--- config.mk ---
export PLATFORM = sky130hd
export DESIGN_NAME = mem_arbiter_flat
export DESIGN_NICKNAME = d
export VERILOG_FILES = /design/src/rtl/mem_arbiter_if.sv /design/src/rtl/mem_arbiter.sv /design/src/flat_wrapper.sv
export SDC_FILE = /design/constraint.sdc
export NUM_CORES = 1
export LEC_CHECK = 0
export CORE_AREA = 2 2 106 108
export DETAILED_ROUTE_END_ITERATION = 10
export DIE_AREA = 0 0 108 110
export PLACE_DENSITY = 0.68
export SYNTH_ARGS = -nofsm -noshare
export SYNTH_HDL_FRONTEND = slang
export SYNTH_SLANG_ARGS = --single-unit
export TNS_END_PERCENT = 50
--- constraint.sdc ---
create_clock -name clk -period 1.7 [get_ports clk]
set_input_delay 0.255 -clock clk [delete_from_list [all_inputs] [get_ports clk]]
set_output_delay 0.255 -clock clk [all_outputs]
set_load 0.05 [all_outputs]
--- src/rtl/mem_arbiter_if.sv ---
// mem_arbiter_if
//   Bundles the three request/response channels that meet at mem_arbiter:
//   imem  : fetch request (val/addr/rdy) and fetch response (val/data)
//   dmem  : data request (val/type/addr/wdata/rdy) and data response (val/data)
//   mem   : unified memory request (val/type/addr/wdata/rdy) and response (val/data)
//   modport slave  : the arbiter's view
//   modport master : the environment's view (core ports plus memory)
interface mem_arbiter_if;
  logic        imemreq_val;
  logic [31:0] imemreq_addr;
  logic        imemreq_rdy;
  logic        imemresp_val;
  logic [31:0] imemresp_data;

  logic        dmemreq_val;
  logic        dmemreq_type;
  logic [31:0] dmemreq_addr;
  logic [31:0] dmemreq_wdata;
  logic        dmemreq_rdy;
  logic        dmemresp_val;
  logic [31:0] dmemresp_data;

  logic        memreq_val;
  logic        memreq_type;
  logic [31:0] memreq_addr;
  logic [31:0] memreq_wdata;
  logic        memreq_rdy;
  logic        memresp_val;
  logic [31:0] memresp_data;

  modport slave (
    input  imemreq_val, imemreq_addr,
    output imemreq_rdy, imemresp_val, imemresp_data,
    input  dmemreq_val, dmemreq_type, dmemreq_addr, dmemreq_wdata,
    output dmemreq_rdy, dmemresp_val, dmemresp_data,
    output memreq_val, memreq_type, memreq_addr, memreq_wdata,
    input  memreq_rdy, memresp_val, memresp_data
  );

  modport master (
    output imemreq_val, imemreq_addr,
    input  imemreq_rdy, imemresp_val, imemresp_data,
    output dmemreq_val, dmemreq_type, dmemreq_addr, dmemreq_wdata,
    input  dmemreq_rdy, dmemresp_val, dmemresp_data,
    input  memreq_val, memreq_type, memreq_addr, memreq_wdata,
    output memreq_rdy, memresp_val, memresp_data
  );
endinterface

--- src/rtl/mem_arbiter.sv ---
// mem_arbiter
//   Shares one in-order memory between the instruction-fetch (imem) and data
//   (dmem) ports. dmem wins conflicts unless imem has lost MAX_WAIT cycles in
//   a row. Owners of accepted requests are kept in an in-order tag queue and
//   each memory response is routed back to its owner.
//   Ports:
//     clk : clock
//     rst : synchronous reset, active low
//     bus : mem_arbiter_if.slave (imem, dmem and memory channels)
module mem_arbiter #(
  parameter int unsigned DEPTH    = 2,
  parameter int unsigned MAX_WAIT = 4
) (
  input logic          clk,
  input logic          rst,
  mem_arbiter_if.slave bus
);
  localparam int unsigned PW = (DEPTH > 1) ? $clog2(DEPTH) : 1;
  localparam int unsigned CW = $clog2(DEPTH + 1);
  localparam int unsigned WW = $clog2(MAX_WAIT + 1);

  logic [DEPTH-1:0] tags_q, tags_d;   // 0 = imem, 1 = dmem
  logic [PW-1:0]    wptr_q, wptr_d;
  logic [PW-1:0]    rptr_q, rptr_d;
  logic [CW-1:0]    cnt_q, cnt_d;
  logic [WW-1:0]    wcnt_q, wcnt_d;

  logic full, sel_i, sel_d, fire, pop, head;

  function automatic logic [PW-1:0] ptr_inc(input logic [PW-1:0] p);
    return (p == PW'(DEPTH - 1)) ? '0 : p + 1'b1;
  endfunction

  assign full  = (cnt_q == CW'(DEPTH));
  assign sel_i = bus.imemreq_val & (~bus.dmemreq_val | (wcnt_q == WW'(MAX_WAIT)));
  assign sel_d = bus.dmemreq_val & ~sel_i;

  assign bus.memreq_val   = (sel_i | sel_d) & ~full & rst;
  assign bus.memreq_type  = sel_d & bus.dmemreq_type;
  assign bus.memreq_addr  = sel_d ? bus.dmemreq_addr : bus.imemreq_addr;
  assign bus.memreq_wdata = bus.dmemreq_wdata;

  assign bus.imemreq_rdy = sel_i & ~full & bus.memreq_rdy & rst;
  assign bus.dmemreq_rdy = sel_d & ~full & bus.memreq_rdy & rst;
  assign fire            = bus.memreq_val & bus.memreq_rdy;

  // A response with nothing outstanding is dropped without touching state.
  assign head = tags_q[rptr_q];
  assign pop  = bus.memresp_val & (cnt_q != '0) & rst;

  assign bus.imemresp_val  = pop & ~head;
  assign bus.dmemresp_val  = pop & head;
  assign bus.imemresp_data = bus.memresp_data;
  assign bus.dmemresp_data = bus.memresp_data;

  always_comb begin
    tags_d = tags_q;
    wptr_d = wptr_q;
    rptr_d = rptr_q;
    cnt_d  = cnt_q;
    wcnt_d = wcnt_q;

    if (fire) begin
      tags_d[wptr_q] = sel_d;
      wptr_d         = ptr_inc(wptr_q);
    end
    if (pop) begin
      rptr_d = ptr_inc(rptr_q);
    end

    case ({fire, pop})
      2'b10:   cnt_d = cnt_q + 1'b1;
      2'b01:   cnt_d = cnt_q - 1'b1;
      default: cnt_d = cnt_q;
    endcase

    if (~bus.imemreq_val | (fire & sel_i)) begin
      wcnt_d = '0;
    end else if (wcnt_q != WW'(MAX_WAIT)) begin
      wcnt_d = wcnt_q + 1'b1;
    end
  end

  always_ff @(posedge clk) begin
    if (!rst) begin
      tags_q <= '0;
      wptr_q <= '0;
      rptr_q <= '0;
      cnt_q  <= '0;
      wcnt_q <= '0;
    end else begin
      tags_q <= tags_d;
      wptr_q <= wptr_d;
      rptr_q <= rptr_d;
      cnt_q  <= cnt_d;
      wcnt_q <= wcnt_d;
    end
  end
endmodule

--- src/flat_wrapper.sv ---
// flat-port wrapper written by rule: the top's interface ports become plain ports
module mem_arbiter_flat 
#(
  parameter int unsigned DEPTH    = 2,
  parameter int unsigned MAX_WAIT = 4
)
  (clk, rst, bus_imemreq_val, bus_imemreq_addr, bus_imemreq_rdy, bus_imemresp_val, bus_imemresp_data, bus_dmemreq_val, bus_dmemreq_type, bus_dmemreq_addr, bus_dmemreq_wdata, bus_dmemreq_rdy, bus_dmemresp_val, bus_dmemresp_data, bus_memreq_val, bus_memreq_type, bus_memreq_addr, bus_memreq_wdata, bus_memreq_rdy, bus_memresp_val, bus_memresp_data);
  mem_arbiter_if bus_i ();
  input logic clk;
  input logic rst;
  input wire logic [$bits(bus_i.imemreq_val)-1:0] bus_imemreq_val;
  input wire logic [$bits(bus_i.imemreq_addr)-1:0] bus_imemreq_addr;
  output wire logic [$bits(bus_i.imemreq_rdy)-1:0] bus_imemreq_rdy;
  output wire logic [$bits(bus_i.imemresp_val)-1:0] bus_imemresp_val;
  output wire logic [$bits(bus_i.imemresp_data)-1:0] bus_imemresp_data;
  input wire logic [$bits(bus_i.dmemreq_val)-1:0] bus_dmemreq_val;
  input wire logic [$bits(bus_i.dmemreq_type)-1:0] bus_dmemreq_type;
  input wire logic [$bits(bus_i.dmemreq_addr)-1:0] bus_dmemreq_addr;
  input wire logic [$bits(bus_i.dmemreq_wdata)-1:0] bus_dmemreq_wdata;
  output wire logic [$bits(bus_i.dmemreq_rdy)-1:0] bus_dmemreq_rdy;
  output wire logic [$bits(bus_i.dmemresp_val)-1:0] bus_dmemresp_val;
  output wire logic [$bits(bus_i.dmemresp_data)-1:0] bus_dmemresp_data;
  output wire logic [$bits(bus_i.memreq_val)-1:0] bus_memreq_val;
  output wire logic [$bits(bus_i.memreq_type)-1:0] bus_memreq_type;
  output wire logic [$bits(bus_i.memreq_addr)-1:0] bus_memreq_addr;
  output wire logic [$bits(bus_i.memreq_wdata)-1:0] bus_memreq_wdata;
  input wire logic [$bits(bus_i.memreq_rdy)-1:0] bus_memreq_rdy;
  input wire logic [$bits(bus_i.memresp_val)-1:0] bus_memresp_val;
  input wire logic [$bits(bus_i.memresp_data)-1:0] bus_memresp_data;
  assign bus_i.imemreq_val = bus_imemreq_val;
  assign bus_i.imemreq_addr = bus_imemreq_addr;
  assign bus_imemreq_rdy = bus_i.imemreq_rdy;
  assign bus_imemresp_val = bus_i.imemresp_val;
  assign bus_imemresp_data = bus_i.imemresp_data;
  assign bus_i.dmemreq_val = bus_dmemreq_val;
  assign bus_i.dmemreq_type = bus_dmemreq_type;
  assign bus_i.dmemreq_addr = bus_dmemreq_addr;
  assign bus_i.dmemreq_wdata = bus_dmemreq_wdata;
  assign bus_dmemreq_rdy = bus_i.dmemreq_rdy;
  assign bus_dmemresp_val = bus_i.dmemresp_val;
  assign bus_dmemresp_data = bus_i.dmemresp_data;
  assign bus_memreq_val = bus_i.memreq_val;
  assign bus_memreq_type = bus_i.memreq_type;
  assign bus_memreq_addr = bus_i.memreq_addr;
  assign bus_memreq_wdata = bus_i.memreq_wdata;
  assign bus_i.memreq_rdy = bus_memreq_rdy;
  assign bus_i.memresp_val = bus_memresp_val;
  assign bus_i.memresp_data = bus_memresp_data;
  mem_arbiter #(.DEPTH(DEPTH), .MAX_WAIT(MAX_WAIT)) u_core (.clk(clk), .rst(rst), .bus(bus_i));
endmodule
==> metrics.md, run 1 <==
| Metric | Value |
|---|---|
| DR vias/cell | `3.62` |
| Tightest Pin Transition | `about 0.42 ns` |
| Number of library cell types mapped by synthesis | `36` |
| Clock Sink Count | `9` |
| Adder-cell share of the synthesized area | `1.48%` |
| NumNets Final | `roughly 370` |
| Critical path's slowest cell | `dfxtp_2` |
| Post-DRT Antenna Nets | `0` |
| Yosys reg bits | `9` |
| Clk root buf | `clkbuf_8` |
| Combinational family with the most area after synthesis | `buffers and inverters` |
| Synth Instances | `195` |
| Worst Skew | `0.00783 ns` |
| CP arrival | `1.72 ns` |
| Leakage | `roughly 0.0012 uW` |
| Mux cell area share after synthesis | `a little under a quarter` |
| Cell Area, Placed | `approximately 0.0023 mm^2` |
| Syn nets | `332` |
| Startpoint types | `register` |
| CP max stage delay | `approximately 0.33 ns` |
| Worst hold slack | `~0.46 ns` |
| PwrDens | `495 mW/mm^2` |
| Max-slew violations | `0` |
| Final period util | `116%` |
| Hold Path Class | `reg -> reg` |
| GPL Wtd Cong | `0.729` |
| Avg WL per Cell | `~15 um` |
| Hold Violations, Final | `0` |
| Area growth, synth to finish | `64.9%` |
| Post-layout min period | `around 2.0 ns` |
| IO Count | `~270` |
| First-pass GRT wire length | `slightly below 8 mm` |
| Hold-fix buffers at CTS | `0` |
| Reg area | `184 um^2` |
| DRC Markers | `0` |
| RSZ-0062 raised after global routing | `true` |
| Fillers | `1126` |
| Most frequent cells in the layout | `68 x clkdlybuf4s50_1, 25 x mux2_4, 22 x buf_8, 21 x buf_4` |
| Most common cell after layout, fill and taps aside | `clkdlybuf4s50_1` |
| Post-Synth XOR/XNOR Area | `under 10%` |
| Run status | `complete, but fails checks` |
| Area taken by multi-input logic gates | `895 um^2` |
| Die X | `108 um` |
| Final setup vio count | `33` |
| Mapped Area | `0.00169 mm^2` |
| DR vias | `between 1k and 1.5k` |
| Initial core utilization | `between 10% and 20%` |
| FP Rows | `38` |
| Core Region | `0.0107 mm^2` |
| Max VDD drop | `186 uV` |
| HPWL Detailed | `4.05 mm` |
| Total GRT Usage | `between 8 and 9%` |
| Max transition margin | `71.6%` |
| GRT Residual Overflow | `0` |
| Synth Flop Type | `dfxtp_1` |
| Max-Cap Viols | `0` |
| Syn. warnings | `0` |
| Failing checks | `setup timing` |
| Worst-path cell chain | `inv_2, ha_4, nand3_4, nand2_8, buf_12, buf_16, mux2_4, buf_8` |
| Final WS setup | `-0.274 ns` |
| 1st-pass router iterations | `4` |
| Largest net degree at the start of global routing | `9` |
| Initial antenna violation count | `0` |
| PortBufs | `108` |
| Post-synth ARST share | `0%` |
| Diodes inserted | `0` |
| WP data required | `1.44 ns` |
| Die height | `between 100 and 150 um` |
| Type of the worst setup path | `reg -> out` |
| CTS Buf Count | `3` |
| Worst setup EP type | `primary output` |
| H-tree levels | `1` |
| Routed WL | `between 5 and 6 mm` |
| Compound-Gate Fraction of Synth Area | `roughly 5.3%` |
| Sequential element share of the synthesized area | `10.7%` |
| Post-synthesis simple-gate area fraction | `12.2%` |
| Initial DRC count | `27` |
| CTS tree | `built` |
| Mapped Avg Cell Area | `~8.6 um^2` |
| Skew-Pair Late Insertion Delay | `~0.24 ns` |
| Layout cells sized above 1 | `between 50% and 60%` |
| EDFF count, synth | `0` |
| Design area | `~0.0028 mm^2` |
| CP max FO | `6` |
| Clk buf depth | `2` |
| Die Area | `between 0.01 and 0.015 mm^2` |
| F_max | `roughly 510 MHz` |
| Vias in the first global route | `1505` |
| Worst-path clk slew | `0.05 ns` |
[Yosys cell counts (all sizes together) (2+ instances only)]
library cell	instances	area share, %
a31oi	2	0.74
buf	100	45
dfxtp	9	11
ha	2	1.5
inv	3	0.67
mux2	32	21
mux2i	3	1.8
nand2	10	2.7
nand3	2	0.89
nand3b	2	0.89
nor2	5	1.1
nor2b	2	0.74
nor3	3	0.89
nor4	2	1.6
o21ai	2	0.59
[state kept, by name, summed over array words and instances (netlist names)]
signal         flops
u_core.rptr_q      1
u_core.tags_q      2
u_core.wcnt_q      3
u_core.wptr_q      1
u_core.cnt_q       2
[cell type report]
cell class                      instances  area share [%]
Clock buffer                            4            1.62
Inverter                                3           0.405
Multi-Input combinational cell         83            32.2
Sequential cell                         9            6.62
Tap cell                              140            6.30
Timing Repair Buffer                  129            52.9
[routing by layer]
| layer | global-route usage, % | vias up | wire length (um) | part of all wire (%) |
|---|---|---|---|---|
| met3 | 1.94 | 25 | 414 | 7.7 |
| met2 | 13.6 | 63 | 2780 | 52 |
| li1 | - | 619 | - | - |
| met5 | 0 | - | 0 | 0 |
| met1 | 10.1 | 624 | 1970 | 37 |
| met4 | 4.76 | 0 | 195 | 3.6 |
[cells by family after synthesis]
kind of cell    Yosys count
fa+ha+maj                 2
simple gates             33
flops                     9
compound gates           11
xor+xnor                  2
buf+inv                 103
mux                      35
[critical path, delay by kind of cell (launching register included)]
family,cells,cell delay [ns]
buffers and inverters,4,0.48
flip-flops,1,0.33
multiplexers,1,0.31
AND/OR/NAND/NOR,2,0.19
adder cells (fa/ha/maj),1,0.16
[stage by stage]
| step | utilization, % | cells | total power (uW) | TNS, ns | setup WS [ns] |
|---|---|---|---|---|---|
| floorplan | - | 195 | 1240 | -0.349 | -0.177 |
| global placement | 21.3 | 358 | 952 | -7.98 | -0.246 |
| detailed placement | 21.3 | 358 | 955 | -8.57 | -0.275 |
| CTS | 25.8 | 369 | 1380 | -7.73 | -0.277 |
| global route | 26.0 | 368 | 1440 | -8.59 | -0.324 |
| finish | 26.0 | 368 | 1380 | -6.70 | -0.274 |
[path summary, 6_finish.rpt]
| path | startpoint | end | slack (ns) | cells past startpoint |
|---|---|---|---|---|
| worst max register to register | u_core.wcnt_q[0]$_SDFFE_PP0N_ | u_core.wcnt_q[1]$_SDFFE_PP0N_ | 0.29 | 6 |
| worst min register to register | u_core.tags_q[1]$_SDFFE_PN0P_ | u_core.tags_q[1]$_SDFFE_PN0P_ | 0.46 | 2 |
| worst max-delay path | u_core.wcnt_q[0]$_SDFFE_PP0N_ | bus_memreq_addr[31] | -0.27 | 8 |
| worst min-delay path | u_core.tags_q[1]$_SDFFE_PN0P_ | u_core.tags_q[1]$_SDFFE_PN0P_ | 0.46 | 2 |
[what timing repair did]
item	4_1_cts	5_1_grt
pin swaps	2	0
resized for setup	85	13
cloned	3	0
setup buffers	4	0
endpoints found under the setup margin	37	37
endpoints found under the hold margin	0	0
[where the power goes]
part	leakage [uW]	internal [uW]	switching, uW	total, uW
sequential	0.0000748	226	14.8	241
clock	0.0000228	164	91.6	256
combinational	0.00105	467	412	879
total	0.00115	857	518	1380
Power figures use the tool's default switching activity.
==> run 2, diff against run 1 <==
--- a/config.mk
+++ b/config.mk
@@ -9,6 +9,7 @@
 export DETAILED_ROUTE_END_ITERATION = 10
 export DIE_AREA = 0 0 108 110
 export PLACE_DENSITY = 0.68
+export SETUP_SLACK_MARGIN = 0.4
 export SYNTH_ARGS = -nofsm -noshare
 export SYNTH_HDL_FRONTEND = slang
 export SYNTH_SLANG_ARGS = --single-unit
==> constraint.sdc (replaced) <==
create_clock -name clk -period 1.7 [get_ports clk]
set_input_delay 0.255 -clock clk [delete_from_list [all_inputs] [get_ports clk]]
set_output_delay 0.255 -clock clk [all_outputs]
set_load 0.005 [all_outputs]
==> metrics.md, run 2 (synthesis results as in run 1) <==
| Metric | Value |
|---|---|
| Sequential power share | `a little over a fifth` |
| HPWL Detailed | `4.75 mm` |
| Diodes inserted | `0` |
| Reg2reg setup slack | `0.21 ns` |
| IO Count | `~270` |
| Crit Reg-Reg Endpoint | `u_core.wcnt_q[1]$_SDFFE_PP0N_` |
| Area taken by multi-input logic gates | `approximately 930 um^2` |
| Reg area | `between 150 and 200 um^2` |
| Critical path startpoint | `u_core.wcnt_q[0]$_SDFFE_PP0N_` |
| Max reg flops | `3` |
| Initial antenna violation count | `0` |
| Initial DRC count | `34` |
| Avg WL per Cell | `roughly 15 um` |
| Core Region | `around 0.011 mm^2` |
| First-pass GRT wire length | `between 8 and 9 mm` |
| Initial core utilization | `between 10% and 20%` |
| Die Area | `about 0.012 mm^2` |
| Die X | `108 um` |
| PortBufs | `approximately 110` |
| Max transition margin | `78.1%` |
| Post-layout min period | `around 2 ns` |
| Max-slew violations | `0` |
| Hold-fix buffers at CTS | `0` |
| DR vias/cell | `roughly 3.7` |
| Post-DRT Antenna Nets | `0` |
| Hold Path Class | `reg -> reg` |
| Sw Share | `about a quarter` |
| Critical path endpoint | `bus_memreq_addr[26]` |
| F_max | `around 500 MHz` |
| CTS tree | `built` |
| Routed WL | `5.87 mm` |
| Cell Area, Placed | `roughly 0.0025 mm^2` |
| Share of total power in the clock network | `a little over a fifth` |
| Worst slack at placement | `-0.589 ns` |
| Worst Skew | `around 0.00094 ns` |
| Clock Sink Count | `9` |
| Worst-path cell chain | `inv_2, ha_4, nand3_4, nand2_8, buf_6, buf_16, buf_6, mux2_4, buf_6` |
| CTS Buf Count | `3` |
| Final setup vio count | `34` |
| Final WS setup | `-0.292 ns` |
| Max-Cap Viols | `0` |
| Skew-Pair Late Insertion Delay | `0.23 ns` |
| NumNets Final | `386` |
| Tightest Pin Transition | `roughly 0.32 ns` |
| Largest registers | `u_core.wcnt_q x3, u_core.cnt_q x2, u_core.tags_q x2` |
| Startpoint types | `register` |
| Combinational share of power | `56.6%` |
| Fillers | `1141` |
| DR vias | `1445` |
| H-tree levels | `1` |
| Clk buf depth | `2` |
| Final period util | `117%` |
| CP max FO | `6` |
| Run status | `complete, but fails checks` |
| Path depth of the worst reg2reg path | `7` |
| RR Startpoint | `u_core.wcnt_q[0]$_SDFFE_PP0N_` |
| Die height | `110 um` |
| WP data required | `~1.4 ns` |
| Largest Register | `u_core.wcnt_q` |
| 1st-pass router iterations | `4` |
| GRT Residual Overflow | `0` |
| Type of the worst setup path | `reg -> out` |
| Vias in the first global route | `around 1.5k` |
| Most frequent cells in the layout | `65 x clkdlybuf4s50_1, 32 x buf_6, 31 x mux2_4, 25 x buf_4, 9 x buf_2` |
| P_sw | `about 290 uW` |
| Area growth, synth to finish | `67.3%` |
| Worst setup EP type | `primary output` |
| GPL Wtd Cong | `roughly 0.73` |
| Failing checks | `setup timing` |
| Hold Violations, Final | `0` |
| Fin Setup TNS | `-6.77 ns` |
| Design area | `approximately 0.0028 mm^2` |
| Most common cell after layout, fill and taps aside | `clkdlybuf4s50_1` |
| CP arrival | `between 1.5 and 2 ns` |
| P_int | `832 uW` |
| DRC Markers | `0` |
| Total GRT Usage | `a little under a tenth` |
| CP max stage delay | `0.32 ns` |
| Worst-path clk slew | `~0.04 ns` |
| Critical path's slowest cell | `dfxtp_2` |
| Max VDD drop | `about 340 uV` |
| Crit-path most repeated cell | `buf_6` |
| RSZ-0062 raised after global routing | `true` |
| Leakage | `roughly 0.0012 uW` |
| Largest net degree at the start of global routing | `9` |
| FP Rows | `38` |
| Hold path depth | `2` |
| PwrDens | `399 mW/mm^2` |
| Layout cells sized above 1 | `between 50 and 60%` |
| Clk root buf | `clkbuf_8` |
run 2: worst min-delay path by stage:
stage                                               end  slack [ns]                          start
after floorplan            u_core.cnt_q[1]$_SDFFE_PN0P_        0.35                bus_memresp_val
after global placement    u_core.tags_q[0]$_SDFFE_PN0P_        0.45  u_core.tags_q[0]$_SDFFE_PN0P_
after detailed placement  u_core.tags_q[1]$_SDFFE_PN0P_        0.45  u_core.tags_q[1]$_SDFFE_PN0P_
after CTS                 u_core.tags_q[1]$_SDFFE_PN0P_        0.46  u_core.tags_q[1]$_SDFFE_PN0P_
after global routing      u_core.tags_q[1]$_SDFFE_PN0P_        0.50  u_core.tags_q[1]$_SDFFE_PN0P_
final                     u_core.tags_q[1]$_SDFFE_PN0P_        0.47  u_core.tags_q[1]$_SDFFE_PN0P_
run 2: layout make-up:
type	count	area share, %
tap	140	6.21
clock buffer	4	1.60
inverter	3	0.399
sequential	9	6.79
multi-input combinational	83	32.9
timing repair buffer	149	52.1
run 2: through the flow:
step                      std cells  util (%)  power, uW  hold WS, ns
final                           388      26.4       1130        0.469
after global routing            388      26.4       1200        0.504
after CTS                       385      26.0       1130        0.462
after detailed placement        365      23.4        813        0.452
after global placement          365      23.4        815        0.453
after floorplan                 195         -        624        0.349
run 2: power by group through the flow:
| stage | Combinational [uW] | Sequential [uW] | Clock, uW |
|---|---|---|---|
| after floorplan | 384 | 240 | 0 |
| after global placement | 575 | 240 | 0 |
| after detailed placement | 572 | 241 | 0 |
| after CTS | 636 | 239 | 260 |
| after global routing | 683 | 243 | 271 |
| final | 637 | 242 | 247 |
run 2: timing repair:
action | in CTS | in global routing
pin swaps | 5 | 7
hold endpoints to repair | 0 | 0
buffers inserted | 14 | 3
setup endpoints to repair | 46 | 45
cloned | 2 | 0
gates resized for setup | 188 | 18
run 2: per-layer routing:
layer | part of all wire (%) | global-route usage [%] | routed length [um]
met3 | 13 | 2.82 | 751
met1 | 38 | 10.5 | 2240
met5 | 0 | 0 | 0
met4 | 1.4 | 2.84 | 85
met2 | 48 | 16.0 | 2790
run 2: worst max-delay path: cells and delay by family (launching register included):
family / cells / cell delay, ns
adder cells (fa/ha/maj): 1 / 0.16
buffers and inverters: 5 / 0.54
flip-flops: 1 / 0.32
multiplexers: 1 / 0.30
AND/OR/NAND/NOR: 2 / 0.18
